$ cat config.mk
export PLATFORM = sky130hd
export DESIGN_NAME = rr_priority_encoder
export DESIGN_NICKNAME = d
export VERILOG_FILES = /design/src/rtl/rr_priority_encoder.sv
export SDC_FILE = /design/constraint.sdc
export NUM_CORES = 1
export LEC_CHECK = 0
export ABC_AREA = 1
export BUFFER_PORTS_ARGS = -buffer_cell sky130_fd_sc_hd__buf_2
export CAP_MARGIN = 10
export CORE_MARGIN = 3
export CORE_UTILIZATION = 47
export CTS_CLUSTER_SIZE = 28
export DETAILED_ROUTE_END_ITERATION = 12
export PLACE_DENSITY_LB_ADDON = 0.3
export SETUP_SLACK_MARGIN = 0.15
export SLEW_MARGIN = 20
export SYNTH_ARGS = -nofsm -noshare
export SYNTH_HDL_FRONTEND = slang
export SYNTH_SLANG_ARGS = --single-unit
$ cat constraint.sdc
create_clock -name clk -period 1.2 [get_ports clk]
set_clock_uncertainty 0.05 [all_clocks]
set_input_delay 0.06 -clock clk [delete_from_list [all_inputs] [get_ports clk]]
set_output_delay 0.06 -clock clk [all_outputs]
set_load 0.02 [all_outputs]
$ cat src/rtl/rr_priority_encoder.sv
// Priority encoder with a valid/ready handshake and one result register.
// MODE=0 picks the lowest set request bit; MODE=1 searches round-robin from a rotating pointer.
module rr_priority_encoder #(
  parameter int N = 8,
  parameter int MODE = 0,
  localparam int W = $clog2(N)
) (
  input  logic         clk,
  input  logic         rst,
  input  logic [N-1:0] req,
  input  logic         in_valid,
  output logic         in_ready,
  output logic         out_valid,
  input  logic         out_ready,
  output logic [W-1:0] out_idx,
  output logic [N-1:0] out_onehot,
  output logic         out_none,
  output logic         out_multi
);

  localparam int W1 = W + 1;

  // Two or more bits set: clearing the lowest set bit leaves something behind.
  function automatic logic multi_bits(input logic [N-1:0] v);
    logic [N-1:0] rest;
    rest = v & (v - {{(N-1){1'b0}}, 1'b1});
    return |rest;
  endfunction

  logic         out_valid_r;
  logic [W-1:0] out_idx_r;
  logic [N-1:0] out_onehot_r;
  logic         out_none_r;
  logic         out_multi_r;
  logic [W-1:0] ptr_r;

  logic         capture_s;
  logic         found_s;
  logic [W-1:0] win_idx_s;
  logic [N-1:0] onehot_s;
  logic [W-1:0] ptr_nxt_s;
  logic [W1-1:0] pos_s;

  assign in_ready  = !out_valid_r || out_ready;
  assign capture_s = in_valid && in_ready;

  // Winner search, one-hot decode and next round-robin pointer
  always_comb begin
    found_s   = 1'b0;
    win_idx_s = {W{1'b0}};
    onehot_s  = {N{1'b0}};
    ptr_nxt_s = ptr_r;
    pos_s     = {W1{1'b0}};
    for (int k = 32'sd0; k < N; k++) begin
      if (MODE == 32'sd1) begin
        // Search starts at ptr and wraps at N, which need not be a power of two.
        pos_s = {1'b0, ptr_r} + W1'(k);
        if (pos_s >= W1'(N)) begin
          pos_s = pos_s - W1'(N);
        end else begin
          pos_s = pos_s;
        end
      end else begin
        pos_s = W1'(k);
      end
      if (!found_s && req[pos_s[W-1:0]]) begin
        found_s   = 1'b1;
        win_idx_s = pos_s[W-1:0];
      end else begin
        found_s   = found_s;
        win_idx_s = win_idx_s;
      end
    end
    if (found_s) begin
      onehot_s[win_idx_s] = 1'b1;
    end else begin
      onehot_s = {N{1'b0}};
    end
    if (found_s && (W1'(win_idx_s) == W1'(N - 32'sd1))) begin
      ptr_nxt_s = {W{1'b0}};
    end else if (found_s) begin
      ptr_nxt_s = win_idx_s + W'(1'b1);
    end else begin
      ptr_nxt_s = ptr_r;
    end
  end

  // Result register and round-robin pointer; reset wins over a simultaneous capture
  always_ff @(posedge clk) begin
    if (rst) begin
      out_valid_r  <= 1'b0;
      out_idx_r    <= {W{1'b0}};
      out_onehot_r <= {N{1'b0}};
      out_none_r   <= 1'b0;
      out_multi_r  <= 1'b0;
      ptr_r        <= {W{1'b0}};
    end else if (capture_s) begin
      out_valid_r  <= 1'b1;
      out_idx_r    <= win_idx_s;
      out_onehot_r <= onehot_s;
      out_none_r   <= !found_s;
      out_multi_r  <= multi_bits(req);
      if ((MODE == 32'sd1) && found_s) begin
        ptr_r <= ptr_nxt_s;
      end
    end else if (out_ready) begin
      out_valid_r <= 1'b0;
    end
  end

  assign out_valid  = out_valid_r;
  assign out_idx    = out_idx_r;
  assign out_onehot = out_onehot_r;
  assign out_none   = out_none_r;
  assign out_multi  = out_multi_r;

endmodule

# Word-level counts from Yosys, hierarchy flattened

Cells that the tools add are included.
Widths: inputs -> output; s select.

Register bits: 14
Latch bits: 0
Bits in writable memories: 0
Memory bits (read-only): 0
Input port bits: 12
Output and inout port bits: 15
Logic and storage cells: 50
Memories: 0

$add $sub $neg: 1
Multipliers: 0
Div/mod/pow operators: 0
Magnitude comparators: 2
Equal/unequal tests: 0
Shifts and indexed selects: 0
Muxes and demuxes: 20
Bitwise operators: 1
Reductions and logical operators: 21

Operator list:

| cell                | number |
|---|---|
| $mux 1              | 12 |
| $mux 3              | 4 |
| $logic_and 1x1->1   | 9 |
| $logic_not 1->1     | 9 |
| $and 8x8->8         | 1 |
| $mux 8              | 1 |
| $reduce_or 8->1     | 1 |
| $sub 8x1->8 const B | 1 |
| $lt 3x4->1 const B  | 1 |
| $mux 2              | 2 |
| $demux 1 s3         | 1 |
| $ge 3x1->1 const B  | 1 |
| $reduce_bool 2->1   | 1 |
| $logic_or 1x1->1    | 1 |

# Depth between registers and ports, before layout

Word-level depth: 27
Gate-level depth with buffers: 8

# Worst setup path before layout

Ideal clock, no wire load.

Kind: reg-to-reg
Start point: reg out_valid_r (netlist: out_valid)
End point: reg out_onehot_r[5] (netlist: out_onehot[5])
Setup time: 130 ps
Arrival time: 1055 ps
Required time: 1020 ps
Slack: -35 ps
Cell stages (with the launch flop): 6
Buffers on the path: 1
Period minus slack after synthesis: 1235 ps
Cells stage by stage: dfxtp_1 > nand2_2 > nand2_2 > buf_2 > o21a_1 > nor2_1

Cells in the longest elaborated chain, start to end: 3

RTL lines:

| element                  | RTL line | source |
|---|---|---|
| start: declaration       | 30       | `logic out_valid_r;` |
| start signal: assignment | 91       | `out_valid_r <= 1'b0;` |
| start signal: assignment | 98       | `out_valid_r <= 1'b1;` |
| start signal: assignment | 107      | `out_valid_r <= 1'b0;` |
| $logic_not 1->1          | 44       | `assign in_ready = !out_valid_r \|\| out_ready;` |
| $logic_or 1x1->1         | 44       |  |
| net in_ready             | 12       | `output logic in_ready,` |
| $logic_and 1x1->1        | 45       | `assign capture_s = in_valid && in_ready;` |
| end signal: assignment   | 93       | `out_onehot_r <= {N{1'b0}};` |
| end signal: assignment   | 100      | `out_onehot_r <= onehot_s;` |
| end: declaration         | 32       | `logic [N-1:0] out_onehot_r;` |

The timed path passes the listed nets, and every way through them passes these cells.
A chain may end at the register's enable or synchronous reset.

# Final worst setup path

Start point: reg out_valid_r (netlist: out_valid)
End point: out in_ready

Cells in the longest elaborated chain, start to end: 2

RTL lines:

| element          | RTL line |
|---|---|
| $logic_not 1->1  | 44 |
| $logic_or 1x1->1 | 44 |
| end: declaration | 12 |

No other way between the ends.

==> run_results.csv <==
group,metric,value,unit
status,status,"finished clean",
routing,vias,766,
floorplanning,die_height,45.47,µm
worst_setup_path,critPathRequiredTime,1.09,ns
routing,drt_iter0_drc,18,
worst_setup_path,path_class,"register to primary output",
routing,ant_nets,0,
finish,fillerInstances,128,
finish,drive_gt1_frac,0.3869,
floorplanning,pin_count,27,
floorplanning,dieWidth,45.47,µm
logic_synthesis,synth-seq-cells,14,
floorplanning,die_area,2067,µm²
power,power_density,1085,nW/µm²
job,max-cap-violations,0,
worst_setup_path,arrival,0.91,ns
logic_synthesis,synth_cells,107,
logic_synthesis,yosys_warnings,0,
cts,cts_buffers,3,
finish,syn_to_final_growth,33.68,%
global_route,grt_pass1_vias,663,
place,hpwl,1254,µm
floorplanning,fp-row-count,13,
cts,tritoncts,"done",
cts,cts_buffer_depth,2,
timing,slew_headroom,0.8082,
global_route,antenna_found_initial,0,
logic_synthesis,synth_top_area_frac,0.3829,
routing,via_per_inst,5.039,
finish,finish.net_count,150,
timing,fmax,0.9796,GHz
logic_synthesis,synthesis.nets,119,
cts,cts.sinks,14,
cts,htreeDepth,1,
worst_setup_path,startpoint_type,"register",
timing,tightest_slew,0.2877,ns
timing,tns,0,ns
routing,dr.pass1.iters,4,
worst_setup_path,cp_max_fo,4,
logic_synthesis,ys_types,22,
timing,hold_viol_final,0,
logic_synthesis,avgSynthCellArea,6.841,µm²
worst_setup_path,worstSetupEndpointType,"primary output",
place,port_buffers,26,
logic_synthesis,netlist_area,732.0,µm²
global_route,grt_max_degree,15,
timing,min_period,1.021,ns
logic_synthesis,yosys-top-cells-area,"dfxtp_1 (38%), nand2_1 (12%), nor2_1 (7.7%)",
global_route,grt.overflow.total,0,
finish,antennaDiodeCount,0,
routing,wl_per_cell,11.24,µm
hold_path,hold_path_class,"input pin to register",
global_route,grtUsageTotal,0.1786,
timing,setup_viol,0,
cts,cts-root-buf,"clkbuf_4",
timing,drv_slew,0,
finish,multi_input_area,430.4,µm²
finish,finalCoreUtilization,0.7077,
timing,rsz0062_at_grt,"true",
power,irDropWorstVdd,869.8,µV
floorplanning,start_util,0.5294,
logic_synthesis,ys_seq_area_frac,0.3829,
cts,clkTransAtPathRegs,0.09,ns
timing,finalCritPeriodShare,0.8507,
place,gp_congestion,0.8103,
cts,cts_hold_buffers,0,
routing,routed_wl,1709,µm
finish,seqCellArea,284.0,µm²
cts,insertion_delay,0.29,ns
logic_synthesis,yosysTopAreaCell,"dfxtp_1",
power,p_leak,0.4716,nW
routing,drc_errors,0,
floorplanning,core_region_area,1383,µm²
global_route,grt_pass1_wl,2649,µm
==> cell usage in the layout (no fill, tap or decap), types with 3 or more instances in the layout <==
master    instances
a21oi_1           7
a21oi_2           4
buf_2            26
clkbuf_4          3
dfxtp_1          13
inv_1            12
nand2_1          23
nand3_1           7
nor2_1           13
nor2_2            5
==> registers in the layout, summed over array words and instances, names as in the netlist <==
name / flops
out_valid: 1
out_idx: 3
out_none: 1
out_onehot: 8
out_multi: 1
==> logic make-up (layout without fill, tap and decap cells) <==
kind of cell / after synthesis / after routing / share of synthesized area
buf+inv: 18 / 47 / 0.09913
compound gates: 17 / 17 / 0.1316
simple gates: 58 / 59 / 0.3863
flops: 14 / 14 / 0.3829
==> final timing paths <==
kind | start | endpoint | slack [ns] | cells past startpoint
max reg2reg | out_valid | out_idx[2] | 0.19 | 7
min | req[1] | out_onehot[1] | 0.02 | 3
max | out_valid | in_ready | 0.18 | 2
min reg2reg | out_onehot[0] | out_onehot[0] | 0.42 | 2
==> report_power, final <==
group          internal (mW)  total, mW  switching (mW)
Clock                  0.185      0.349           0.164
Combinational         0.0755      0.217           0.142
Sequential             0.484      0.495          0.0116
Total                  0.744       1.06           0.317
==> cells in the mapped netlist <==
cell type  number
a21oi_1         9
a21oi_2         2
a31oi_1         1
buf_2           1
buf_4           1
clkbuf_1        1
dfxtp_1        14
inv_1          12
inv_2           3
nand2_1        23
nand2_2         3
nand3_1         7
nand3_2         1
nand3_4         1
nand4_1         2
nor2_1         15
nor2_2          3
nor2_4          2
nor3_1          1
o21a_1          1
o21ai_0         2
o21ai_1         2
==> per-layer routing <==
layer / wire length (µm) / share of wire / track usage / vias up
li1: - / - / - / 398
met1: 715 / 0.42 / 0.2150 / 342
met3: 119 / 0.070 / 0.02372 / 2
met5: 0 / 0 / 0 / -
met2: 843 / 0.49 / 0.2981 / 24
met4: 30 / 0.018 / 0.1053 / 0
==> per-stage QoR <==
step | cell area, µm² | hold WS (ns) | setup WS, ns | std cells | power (mW)
after floorplan | 754.5 | 0.1527 | 0.1499 | 107 | 0.6321
after global placement | 880.8 | 0.3033 | 0.1510 | 145 | 0.6916
after detailed placement | 880.8 | 0.3103 | 0.1292 | 145 | 0.6952
after CTS | 945.9 | 0.01537 | 0.1513 | 151 | 1.057
after global routing | 978.4 | 0.02493 | 0.1146 | 152 | 1.116
final | 978.4 | 0.02192 | 0.1792 | 152 | 1.061
==> area by class of cell <==
class | count | area share
multi-input cells | 76 | 0.4399
flip-flops and latches | 14 | 0.2903
repair buffers | 28 | 0.1483
inverters | 15 | 0.06522
clock buffers | 4 | 0.03708
well taps | 15 | 0.01918
==> critical path, stage by stage, from the launching register on <==
cell and delay (ns):
dfxtp_4 0.37, nand2_8 0.08, buf_2 0.16
==> repair_timing <==
item,4_1_cts,5_1_grt
hold endpoints to repair,0,0
setup buffers,2,0
cloned,0,1
resized for setup,3,5
endpoints found under the setup margin,5,9
pin swaps,1,2
Note: power is estimated with default switching activity, not from simulation.
